### config.mk
export PLATFORM = sky130hd
export DESIGN_NAME = button_duty_stepper_flat
export DESIGN_NICKNAME = d
export VERILOG_FILES = /design/src/rtl/button_duty_stepper_if.sv /design/src/rtl/button_duty_stepper.sv /design/src/flat_wrapper.sv
export SDC_FILE = /design/constraint.sdc
export NUM_CORES = 1
export LEC_CHECK = 0
export ABC_AREA = 0
export CORE_MARGIN = 2
export CORE_UTILIZATION = 30
export CTS_BUF_LIST = sky130_fd_sc_hd__clkbuf_8
export DETAILED_ROUTE_END_ITERATION = 7
export SLEW_MARGIN = 10
export SYNTH_ARGS = -nofsm -noshare
export SYNTH_HDL_FRONTEND = slang
export SYNTH_SLANG_ARGS = --single-unit
### constraint.sdc
create_clock -name Clk -period 10.9 [get_ports Clk]
set_clock_uncertainty 0.05 [all_clocks]
set_input_delay 2.18 -clock Clk [delete_from_list [all_inputs] [get_ports Clk]]
set_output_delay 2.18 -clock Clk [all_outputs]
set_load 0.01 [all_outputs]
### src/rtl/button_duty_stepper_if.sv
// Board push-buttons in, PWM duty values and step strobes out, for button_duty_stepper.
interface button_duty_stepper_if #(
  parameter int unsigned WIDTH = 6
);
  logic             Bt_Up;
  logic             Bt_Down;
  logic             Bt_Left;
  logic             Bt_Right;
  logic             Bt_Center;
  logic [WIDTH-1:0] Duty_X;
  logic [WIDTH-1:0] Duty_Y;
  logic             Step_X;
  logic             Step_Y;

  modport master (
    output Bt_Up, Bt_Down, Bt_Left, Bt_Right, Bt_Center,
    input  Duty_X, Duty_Y, Step_X, Step_Y
  );

  modport slave (
    input  Bt_Up, Bt_Down, Bt_Left, Bt_Right, Bt_Center,
    output Duty_X, Duty_Y, Step_X, Step_Y
  );
endinterface

### src/rtl/button_duty_stepper.sv
// Steps two PWM duty registers from debounced push-buttons, with hold-to-repeat,
// saturate/wrap arithmetic and a centre button that reloads both axes.
module button_duty_stepper #(
  parameter int unsigned WIDTH           = 6,
  parameter int unsigned STEP            = 4,
  parameter int unsigned DEBOUNCE_CYCLES = 16,
  parameter int unsigned REPEAT_DELAY    = 1000000,
  parameter int unsigned REPEAT_RATE     = 250000,
  parameter bit          WRAP            = 1'b0,
  parameter int unsigned CENTER_X        = 2 ** (WIDTH - 1),
  parameter int unsigned CENTER_Y        = 2 ** (WIDTH - 1)
) (
  input logic                  Clk,
  input logic                  Rst,
  button_duty_stepper_if.slave bus
);

  localparam int unsigned NUM_BTN    = 5;
  localparam int unsigned BTN_UP     = 0;
  localparam int unsigned BTN_DOWN   = 1;
  localparam int unsigned BTN_LEFT   = 2;
  localparam int unsigned BTN_RIGHT  = 3;
  localparam int unsigned BTN_CENTER = 4;

  localparam int unsigned DB_W    = $clog2(DEBOUNCE_CYCLES + 1);
  localparam int unsigned RPT_MAX = (REPEAT_DELAY > REPEAT_RATE) ? REPEAT_DELAY : REPEAT_RATE;
  localparam int unsigned RPT_W   = $clog2(RPT_MAX + 1);

  localparam logic [DB_W-1:0]  DB_LAST    = DB_W'(DEBOUNCE_CYCLES - 1);
  localparam logic [RPT_W-1:0] DELAY_LAST = RPT_W'(REPEAT_DELAY - 1);
  localparam logic [RPT_W-1:0] RATE_LAST  = RPT_W'(REPEAT_RATE - 1);
  localparam logic [WIDTH:0]   STEP_EXT   = (WIDTH + 1)'(STEP);
  localparam logic [WIDTH:0]   DUTY_MAX   = {1'b0, {WIDTH{1'b1}}};

  typedef enum logic [1:0] {ST_IDLE, ST_DELAY, ST_REPEAT} rpt_state_t;

  logic [NUM_BTN-1:0] raw;
  logic [NUM_BTN-1:0] db;
  logic [3:0]         req;
  logic               center_q;
  logic               center_rise;
  logic [WIDTH-1:0]   duty_x;
  logic [WIDTH-1:0]   duty_y;
  logic               step_x;
  logic               step_y;

  assign raw = {bus.Bt_Center, bus.Bt_Right, bus.Bt_Left, bus.Bt_Down, bus.Bt_Up};

  // Synchroniser and debouncer: db follows the synchronised level only after
  // DEBOUNCE_CYCLES consecutive differing samples; any agreeing sample restarts the count.
  for (genvar i = 0; i < NUM_BTN; i++) begin : g_btn
    logic [1:0]      sync_q;
    logic            db_q;
    logic [DB_W-1:0] db_cnt;

    // NOTE: state is updated with non-blocking assignments so every flop samples
    // the pre-edge value of its neighbours, which is what makes the shift chain work.
    always_ff @(posedge Clk or posedge Rst) begin
      if (Rst) begin
        sync_q <= '0;
        db_q   <= 1'b0;
        db_cnt <= '0;
      end else begin
        sync_q <= {sync_q[0], raw[i]};
        if (sync_q[1] == db_q) begin
          db_cnt <= '0;
        end else if (db_cnt == DB_LAST) begin
          db_q   <= sync_q[1];
          db_cnt <= '0;
        end else begin
          db_cnt <= db_cnt + DB_W'(1);
        end
      end
    end

    assign db[i] = db_q;
  end

  // Hold-to-repeat FSM per direction button; a step is requested on the press
  // itself, after REPEAT_DELAY cycles, then every REPEAT_RATE cycles.
  for (genvar i = 0; i < 4; i++) begin : g_dir
    rpt_state_t       state;
    logic [RPT_W-1:0] cnt;

    always_ff @(posedge Clk or posedge Rst) begin
      if (Rst) begin
        state <= ST_IDLE;
        cnt   <= '0;
      end else if (!db[i]) begin
        state <= ST_IDLE;
        cnt   <= '0;
      end else begin
        case (state)
          ST_IDLE: begin
            state <= ST_DELAY;
            cnt   <= '0;
          end
          ST_DELAY: begin
            if (cnt == DELAY_LAST) begin
              state <= ST_REPEAT;
              cnt   <= '0;
            end else begin
              cnt <= cnt + RPT_W'(1);
            end
          end
          ST_REPEAT: begin
            cnt <= (cnt == RATE_LAST) ? '0 : cnt + RPT_W'(1);
          end
          default: begin
            state <= ST_IDLE;
            cnt   <= '0;
          end
        endcase
      end
    end

    assign req[i] = db[i] && ((state == ST_IDLE) ||
                              ((state == ST_DELAY)  && (cnt == DELAY_LAST)) ||
                              ((state == ST_REPEAT) && (cnt == RATE_LAST)));
  end

  function automatic logic [WIDTH-1:0] step_up(input logic [WIDTH-1:0] d);
    logic [WIDTH:0] sum;
    sum = {1'b0, d} + STEP_EXT;
    if (!WRAP && (sum > DUTY_MAX)) return DUTY_MAX[WIDTH-1:0];
    return sum[WIDTH-1:0];
  endfunction

  // The extra top bit of the difference is the borrow, i.e. d < STEP.
  function automatic logic [WIDTH-1:0] step_down(input logic [WIDTH-1:0] d);
    logic [WIDTH:0] diff;
    diff = {1'b0, d} - STEP_EXT;
    if (!WRAP && diff[WIDTH]) return '0;
    return diff[WIDTH-1:0];
  endfunction

  assign center_rise = db[BTN_CENTER] && !center_q;

  always_ff @(posedge Clk or posedge Rst) begin
    if (Rst) begin
      duty_x   <= WIDTH'(CENTER_X);
      duty_y   <= WIDTH'(CENTER_Y);
      step_x   <= 1'b0;
      step_y   <= 1'b0;
      center_q <= 1'b0;
    end else begin
      center_q <= db[BTN_CENTER];
      // NOTE: strobes default low each cycle so a step pulse never lasts past its update.
      step_x   <= 1'b0;
      step_y   <= 1'b0;
      if (center_rise) begin
        duty_x <= WIDTH'(CENTER_X);
        duty_y <= WIDTH'(CENTER_Y);
        step_x <= 1'b1;
        step_y <= 1'b1;
      end else begin
        if (req[BTN_RIGHT] != req[BTN_LEFT]) begin
          duty_x <= req[BTN_RIGHT] ? step_up(duty_x) : step_down(duty_x);
          step_x <= 1'b1;
        end
        if (req[BTN_UP] != req[BTN_DOWN]) begin
          duty_y <= req[BTN_UP] ? step_up(duty_y) : step_down(duty_y);
          step_y <= 1'b1;
        end
      end
    end
  end

  assign bus.Duty_X = duty_x;
  assign bus.Duty_Y = duty_y;
  assign bus.Step_X = step_x;
  assign bus.Step_Y = step_y;

endmodule

### src/flat_wrapper.sv
// flat-port wrapper written by rule: the top's interface ports become plain ports
module button_duty_stepper_flat 
#(
  parameter int unsigned WIDTH           = 6,
  parameter int unsigned STEP            = 4,
  parameter int unsigned DEBOUNCE_CYCLES = 16,
  parameter int unsigned REPEAT_DELAY    = 1000000,
  parameter int unsigned REPEAT_RATE     = 250000,
  parameter bit          WRAP            = 1'b0,
  parameter int unsigned CENTER_X        = 2 ** (WIDTH - 1),
  parameter int unsigned CENTER_Y        = 2 ** (WIDTH - 1)
)
  (Clk, Rst, bus_Bt_Up, bus_Bt_Down, bus_Bt_Left, bus_Bt_Right, bus_Bt_Center, bus_Duty_X, bus_Duty_Y, bus_Step_X, bus_Step_Y);
  button_duty_stepper_if #(.WIDTH(WIDTH)) bus_i ();
  input logic Clk;
  input logic Rst;
  input wire logic [$bits(bus_i.Bt_Up)-1:0] bus_Bt_Up;
  input wire logic [$bits(bus_i.Bt_Down)-1:0] bus_Bt_Down;
  input wire logic [$bits(bus_i.Bt_Left)-1:0] bus_Bt_Left;
  input wire logic [$bits(bus_i.Bt_Right)-1:0] bus_Bt_Right;
  input wire logic [$bits(bus_i.Bt_Center)-1:0] bus_Bt_Center;
  output wire logic [$bits(bus_i.Duty_X)-1:0] bus_Duty_X;
  output wire logic [$bits(bus_i.Duty_Y)-1:0] bus_Duty_Y;
  output wire logic [$bits(bus_i.Step_X)-1:0] bus_Step_X;
  output wire logic [$bits(bus_i.Step_Y)-1:0] bus_Step_Y;
  assign bus_i.Bt_Up = bus_Bt_Up;
  assign bus_i.Bt_Down = bus_Bt_Down;
  assign bus_i.Bt_Left = bus_Bt_Left;
  assign bus_i.Bt_Right = bus_Bt_Right;
  assign bus_i.Bt_Center = bus_Bt_Center;
  assign bus_Duty_X = bus_i.Duty_X;
  assign bus_Duty_Y = bus_i.Duty_Y;
  assign bus_Step_X = bus_i.Step_X;
  assign bus_Step_Y = bus_i.Step_Y;
  button_duty_stepper #(.WIDTH(WIDTH), .STEP(STEP), .DEBOUNCE_CYCLES(DEBOUNCE_CYCLES), .REPEAT_DELAY(REPEAT_DELAY), .REPEAT_RATE(REPEAT_RATE), .WRAP(WRAP), .CENTER_X(CENTER_X), .CENTER_Y(CENTER_Y)) u_core (.Clk(Clk), .Rst(Rst), .bus(bus_i));
endmodule
==> results of run 1 <==
power by group through the flow:
stage / logic (mW) / clock network [mW] / registers, mW
floorplan: 0.0215 / 0 / 0.546
global placement: 0.0318 / 0 / 0.547
finish: 0.0307 / 0.492 / 0.537
global route: 0.0363 / 0.530 / 0.538
CTS: 0.0324 / 0.506 / 0.537
detailed placement: 0.0322 / 0 / 0.547
logic make-up after synthesis:
group,Yosys count,synth area share (%)
AOI/OAI and AO/OA,60,6.475
muxes,9,1.320
adders and majority gates,33,5.736
and+or+nand+nor,323,23.60
xor gates and xnor gates,85,10.47
DFF,141,49.66
buffers and inverters,46,2.745
state kept, by name, indices dropped and copies added (netlist names):
| register | cells |
|---|---|
| u_core.bus.Duty_X | 5 |
| u_core.bus.Step_Y | 1 |
| u_core.g_btn.db_cnt | 25 |
| u_core.bus.Duty_Y | 5 |
| u_core.g_btn.sync_q | 10 |
| u_core.g_dir.state | 8 |
| u_core.bus.Step_X | 1 |
| u_core.center_q | 1 |
| u_core.g_btn.db_q | 5 |
| u_core.g_dir.cnt | 80 |
per-stage QoR:
stage                     cells  instance area, µm²
after floorplan             697                7111
after global placement     1020                7636
after detailed placement   1020                7636
after CTS                  1052                8099
after global routing       1052                8099
final                      1052                8099
worst paths after layout:
path	start	to	slack, ns	depth (start not counted)
max	u_core.bus.Duty_X[5]$_DFFE_PP1P_	bus_Duty_X[5]	7.01	1
min	u_core.g_btn[4].sync_q[0]$_DFF_PP0_	u_core.g_btn[4].sync_q[1]$_DFF_PP0_	0.31	0
max reg2reg	u_core.g_dir[3].cnt[6]$_DFF_PP0_	u_core.g_dir[3].cnt[13]$_DFF_PP0_	8.35	6
min reg2reg	u_core.g_btn[4].sync_q[0]$_DFF_PP0_	u_core.g_btn[4].sync_q[1]$_DFF_PP0_	0.31	0
max in group asynchronous	Rst	u_core.g_btn[1].db_cnt[0]$_DFF_PP0_	7.29	3
min in group asynchronous	Rst	u_core.g_dir[0].cnt[6]$_DFF_PP0_	2.11	2
routing by layer:
layer / routed length [µm] / global-route usage [%] / share of wire, %
met2: 6035 / 18.10 / 46
met3: 393 / 3.586 / 3.0
met1: 6442 / 14.84 / 49
met4: 180 / 3.475 / 1.4
met5: 0 / 0 / 0
layout by cell type (no fill, tap or decap), types with 6 or more instances in the layout:
| cell type | n |
|---|---|
| or3_1 | 10 |
| o21ai_0 | 11 |
| ha_1 | 31 |
| and2_1 | 10 |
| nand3_1 | 45 |
| mux2i_1 | 6 |
| clkbuf_8 | 18 |
| clkdlybuf4s50_1 | 20 |
| nand2_1 | 37 |
| xor2_1 | 50 |
| nand4_1 | 10 |
| dfrtp_1 | 139 |
| inv_1 | 28 |
| nor2b_1 | 7 |
| nor2_1 | 127 |
| nor3_1 | 8 |
| xnor2_1 | 35 |
| and3_1 | 26 |
| a21oi_1 | 11 |
area by class of cell:
cell class              count  area, µm²  area share [%]
clock buffers              18      247.7           3.059
inverters                  29      113.9           1.406
flip-flops and latches    141       3531           43.60
clock inverters            14      215.2           2.657
well taps                 319      399.1           4.928
multi-input cells         510       3385           41.79
repair buffers             21      207.7           2.564
==> qor_table.md, run 1 <==
| Item | Value | Unit |
|:---|:---|:---|
| Run status | finished, final reports clean | - |
| Cell area power density | 130.8 | nW/µm² |
| Number of clock buffers inserted by TritonCTS | 17 | - |
| Max-slew violation count | 0 | - |
| Horizontal die dimension | 158.0 | µm |
| Worst supply voltage drop on vdd | 77.01 | µV |
| Area of the core region | 23400 | µm² |
| Initial Util | 30.38 | % |
| Row count | 56 | - |
| Number of levels the H-tree was split into | 4 | - |
| Number of antenna violations at the first check in global routing | 0 | - |
| Number of design rule violations left after detail routing | 0 | - |
| Critical Path Sink Type | output pin | - |
| Signal arrival time at the worst endpoint | 1.66 | ns |
| Post-synthesis sequential element count | 141 | - |
| Portion of total power attributed to sequential cells | 50.7 | % |
| Layout cell share with drive strength beyond 1 | 8.868 | % |
| Yosys cell types | 70 | - |
| Routed wire length | 13050 | µm |
| Leading cell types by total area after synthesis | dfrtp_1 (49%), nor2_1 (6.7%), xor2_1 (6.2%), ha_1 (5.5%), xnor2_1 (4.3%) | - |
| Routed len/inst | 12.41 | µm |
| GRT Overall Usage | 11.38 | % |
| Portion of the post-synthesis area used by sequential elements | 49.66 | % |
| Wire length of the first global-routing pass | 22860 | µm |
| First-pass iteration count of the detailed router | 4 | - |
| Vertical die dimension | 158.0 | µm |
| WP data required | 8.67 | ns |
| Nets | 758 | - |
| TritonCTS clock tree | done | - |
| Kind of launch point of the worst setup path | flip-flop | - |
| Critical Setup Path Class | flip-flop to output pin | - |
| Largest stage delay on the critical path | 0.64 | ns |
| Overflow left after global routing | 0 | - |
| Detailed placement HPWL | 8806 | µm |
| Switching part of the total power | 22.49 | % |
| Layout overhead on the synthesized area | 13.90 | % |
| Least-Margin Pin Slew | 1.016 | ns |
| Final TNS setup | 0 | ns |
| Number of failing setup endpoints in the final timing report | 0 | - |
| Max_slew headroom | 32.14 | % |
| Routed via count | 4911 | - |
| Cell count after synthesis | 697 | - |
| Number of flops mapped to enable cells by yosys | 0 | - |
| Cell family with the largest share of critical-path delay | flip-flops | - |
| Proportion of power drawn by combinational gates | 2.9 | % |
| Switching power | 238.2 | µW |
| Final hold violation count | 0 | - |
| Weighted congestion reported at the end of routability-driven placement | 0.7267 | - |
| Port-buffer cells | 20 | - |
| Worst min path class | flip-flop to flip-flop | - |
| Leakage power | 3.501 | nW |
| Portion of synthesized cell area occupied by the leading cell type | 48.92 | % |
| Clock network fraction of total power | 46.4 | % |
| TritonCTS sink count | 141 | - |
| Minimum setup slack after placement | 6.659 | ns |
| Final worst path period need | 3.891 | ns |
| Die outline area | 24950 | µm² |
| Post-DR vias/cell | 4.668 | - |
| Number of max-cap violations | 0 | - |
| Total number of yosys warnings | 0 | - |
| Timing-limited maximum frequency | 257.0 | MHz |
| CTS max path bufs | 2 | - |
| Largest fanout on the critical path | 12 | - |
| Remaining antenna violation count after routing | 0 | - |
| Clock-pin slew reported for the worst setup and hold paths after clock tree synthesis | 0.08 | ns |
| Final worst-path setup slack | 7.009 | ns |
| Count of cells resized by post-cts repair | 0 | - |
| Most instantiated library cell after synthesis | dfrtp_1 | - |
| Slowest stage cell, crit path | dfstp_2 | - |
| Initial drt markers | 262 | - |
| Clock latency on the worst-skew pair | 0.46 | ns |
| Unrepaired setup endpoints after global routing | false | - |
| Number of antenna cells inserted | 0 | - |
| Net count after synthesis | 735 | - |
| Vias in the first global route | 4833 | - |
| Clock tree root buffer cell | clkbuf_8 | - |
| Synth Cell Area | 7111 | µm² |
| Primary FF master, synth | dfrtp_1 | - |
| Number of fill cells | 2433 | - |
| Pin count of the biggest net entering global routing | 80 | - |
| CTS hold repair buffers | 0 | - |
| Synth top cells by count | dfrtp_1 (139), nor2_1 (127), xor2_1 (50), nand3_1 (45), nand2_1 (37) | - |
| Final Util | 34.61 | % |
| Setup bufs post-CTS | 0 | - |
| Cell accounting for the most synthesized area | dfrtp_1 | - |
| Cells traversed along the worst timing path | clkdlybuf4s50_1 | - |
| Period utilization | 35.70 | % |
| Top Ports | 21 | - |
| Worst hold slack after final layout | 0.3066 | ns |
| Avg Inst Size Synth | 10.20 | µm² |
| WP buf/inv | 1 | - |
| Internal Dissipation | 821.1 | µW |
| Async S/R FF share, synth | 100.0 | % |
| Overall power | 1.059 | mW |
No activity file was read; power rests on OpenSTA's default activity.
==> run 2, diff against run 1 <==
Clock period 10.9 ns to 4.1 ns, I/O delays scaled along.
==> run 2 against run 1 <==
Net effect: sequential power grew to 2.7 times the previous value; critical path depth unchanged; final cell count about the same.
==> qor_table.md, run 2 (synthesized netlist as in run 1, its figures left out) <==
| Item | Value | Unit | Change |
|:---|:---|:---|:---|
| Run status | finished, final reports clean | - | unchanged |
| Number of cells in the finished layout apart from fillers | 1053 | - | was 1052 |
| Slowest stage cell, crit path | dfstp_2 | - | unchanged |
| Final hold violation count | 0 | - | unchanged |
| WP buf/inv | 1 | - | unchanged |
| GRT Overall Usage | 11.45 | % | was 11.38% |
| Number of failing setup endpoints in the final timing report | 0 | - | unchanged |
| Final TNS setup | 0 | ns | unchanged |
| Clock-pin slew reported for the worst setup and hold paths after clock tree synthesis | 0.07 | ns | was 0.08 ns |
| Period utilization | 62.13 | % |  |
| Number of antenna cells inserted | 0 | - | unchanged |
| Critical Setup Path Class | flip-flop to output pin | - | unchanged |
| WP data required | 3.23 | ns | was 8.67 ns |
| Final Util | 34.37 | % | was 34.61% |
| Worst supply voltage drop on vdd | 177.2 | µV | was 77.01 µV |
| DP Cell Count | 1021 | - | was 1020 |
| Cells traversed along the worst timing path | clkdlybuf4s50_1 | - | unchanged |
| Least-Margin Pin Slew | 0.8982 | ns | was 1.016 ns |
| CTS hold repair buffers | 0 | - | unchanged |
| Commonest cells after routing, fill and taps aside | dfrtp_1 (139), nor2_1 (127), xor2_1 (50) | - | unchanged |
| Area used by sequential logic in the layout | 3531 | µm² | unchanged |
| Timing-limited maximum frequency | 392.6 | MHz |  |
| Pin count of the biggest net entering global routing | 63 | - | was 80 |
| Clock latency on the worst-skew pair | 0.44 | ns | was 0.46 ns |
| TritonCTS clock tree | done | - | unchanged |
| Routed via count | 4848 | - | was 4911 |
| Total area of multi-input combinational cells | 3385 | µm² | unchanged |
| Number of max-cap violations | 0 | - | unchanged |
| Leakage power | 3.471 | nW | was 3.501 nW |
| Area of the core region | 23400 | µm² | unchanged |
| First-pass iteration count of the detailed router | 4 | - | unchanged |
| Number of levels the H-tree was split into | 4 | - | unchanged |
| Initial drt markers | 228 | - | was 262 |
| Signal arrival time at the worst endpoint | 1.68 | ns | was 1.66 ns |
| Weighted congestion reported at the end of routability-driven placement | 0.7411 | - | was 0.7267 |
| Max_slew headroom | 39.99 | % | was 32.14% |
| Setup bufs post-CTS | 0 | - | unchanged |
| Vias in the first global route | 4810 | - | was 4833 |
| Row count | 56 | - | unchanged |
| Clock tree root buffer cell | clkbuf_8 | - | unchanged |
| Cell family with the largest share of critical-path delay | flip-flops | - | unchanged |
| Port-buffer cells | 20 | - | unchanged |
| Remaining antenna violation count after routing | 0 | - | unchanged |
| Commonest non-fill, non-tap cell in the layout | dfrtp_1 | - | unchanged |
| Top Ports | 21 | - | unchanged |
| Count of cells resized by post-cts repair | 0 | - | unchanged |
| Critical Path Sink Type | output pin | - | unchanged |
| Layout overhead on the synthesized area | 13.13 | % | was 13.90% |
| Overflow left after global routing | 0 | - | unchanged |
| Vertical die dimension | 158.0 | µm | unchanged |
| Number of antenna violations at the first check in global routing | 0 | - | unchanged |
| Initial Util | 30.38 | % | unchanged |
| Routed len/inst | 12.41 | µm | about the same |
| Nets | 759 | - | was 758 |
| CTS max path bufs | 2 | - | unchanged |
| Cell area power density | 321.6 | nW/µm² | was 130.8 nW/µm² |
| Largest fanout on the critical path | 12 | - | unchanged |
| Post-DR vias/cell | 4.604 | - | was 4.668 |
| Number of clock buffers inserted by TritonCTS | 17 | - | unchanged |
| TritonCTS sink count | 141 | - | unchanged |
| Wire length of the first global-routing pass | 23180 | µm | was 22860 µm |
| Largest stage delay on the critical path | 0.64 | ns | about the same |
| Max-slew violation count | 0 | - | unchanged |
| Horizontal die dimension | 158.0 | µm | unchanged |
| Routed wire length | 13070 | µm | was 13050 µm |
| Leading registers by flop count | u_core.g_dir.cnt (80), u_core.g_btn.db_cnt (25), u_core.g_btn.sync_q (10) | - | unchanged |
| Number of design rule violations left after detail routing | 0 | - | unchanged |
| Die outline area | 24950 | µm² | unchanged |
| Kind of launch point of the worst setup path | flip-flop | - | unchanged |
| Detailed placement HPWL | 8865 | µm | was 8806 µm |
| Worst min path class | flip-flop to flip-flop | - | unchanged |
| Final worst path period need | 2.547 | ns |  |
| Number of fill cells | 2425 | - | was 2433 |
| Flip-flop count of the largest register after layout | 80 | - | unchanged |
| Largest reg by FF count | u_core.g_dir.cnt | - | unchanged |
| Unrepaired setup endpoints after global routing | false | - | unchanged |
| Layout cell share with drive strength beyond 1 | 8.856 | % | was 8.868% |
==> run 2: through the flow <==
stage	hold slack (ns)	area, µm²	setup WS [ns]	total power [mW]
global route	0.3218	8044	1.395	2.711
finish	0.3009	8044	1.553	2.587
global placement	0.2818	7667	1.652	1.543
CTS	0.3021	8044	1.525	2.633
floorplan	0.2812	7114	1.469	1.508
detailed placement	0.2847	7667	1.597	1.544
==> run 2: final timing paths <==
check | start | to | slack, ns | cells after the start
min reg2reg | u_core.g_btn[0].sync_q[0]$_DFF_PP0_ | u_core.g_btn[0].sync_q[1]$_DFF_PP0_ | 0.30 | 0
max in group asynchronous | Rst | u_core.bus.Duty_X[5]$_DFFE_PP1P_ | 2.50 | 3
max | u_core.bus.Duty_X[5]$_DFFE_PP1P_ | bus_Duty_X[5] | 1.55 | 1
max reg2reg | u_core.g_dir[3].cnt[6]$_DFF_PP0_ | u_core.g_dir[3].cnt[13]$_DFF_PP0_ | 1.59 | 6
min | u_core.g_btn[0].sync_q[0]$_DFF_PP0_ | u_core.g_btn[0].sync_q[1]$_DFF_PP0_ | 0.30 | 0
min in group asynchronous | Rst | u_core.g_dir[3].cnt[6]$_DFF_PP0_ | 0.74 | 2
==> run 2: layer usage <==
layer	global-route usage (%)	part of all wire, %	routed length [µm]
met1	15.42	50	6491
met5	0	0	0
met2	18.41	47	6187
met3	2.929	2.3	297
met4	2.917	0.68	89
==> run 2: area by class of cell <==
cell class / count / area share [%]
clock buffers: 19 / 3.251
clock inverters: 13 / 1.431
inverters: 29 / 1.400
multi-input cells: 510 / 42.08
flip-flops and latches: 141 / 43.89
well taps: 319 / 4.962
repair buffers: 22 / 2.986
==> run 2: power breakdown <==
group | switching (mW) | leakage [nW] | internal (mW)
Sequential | 0.0174 | 1.93 | 1.41
Combinational | 0.0519 | 1.35 | 0.0335
Clock | 0.561 | 0.190 | 0.513
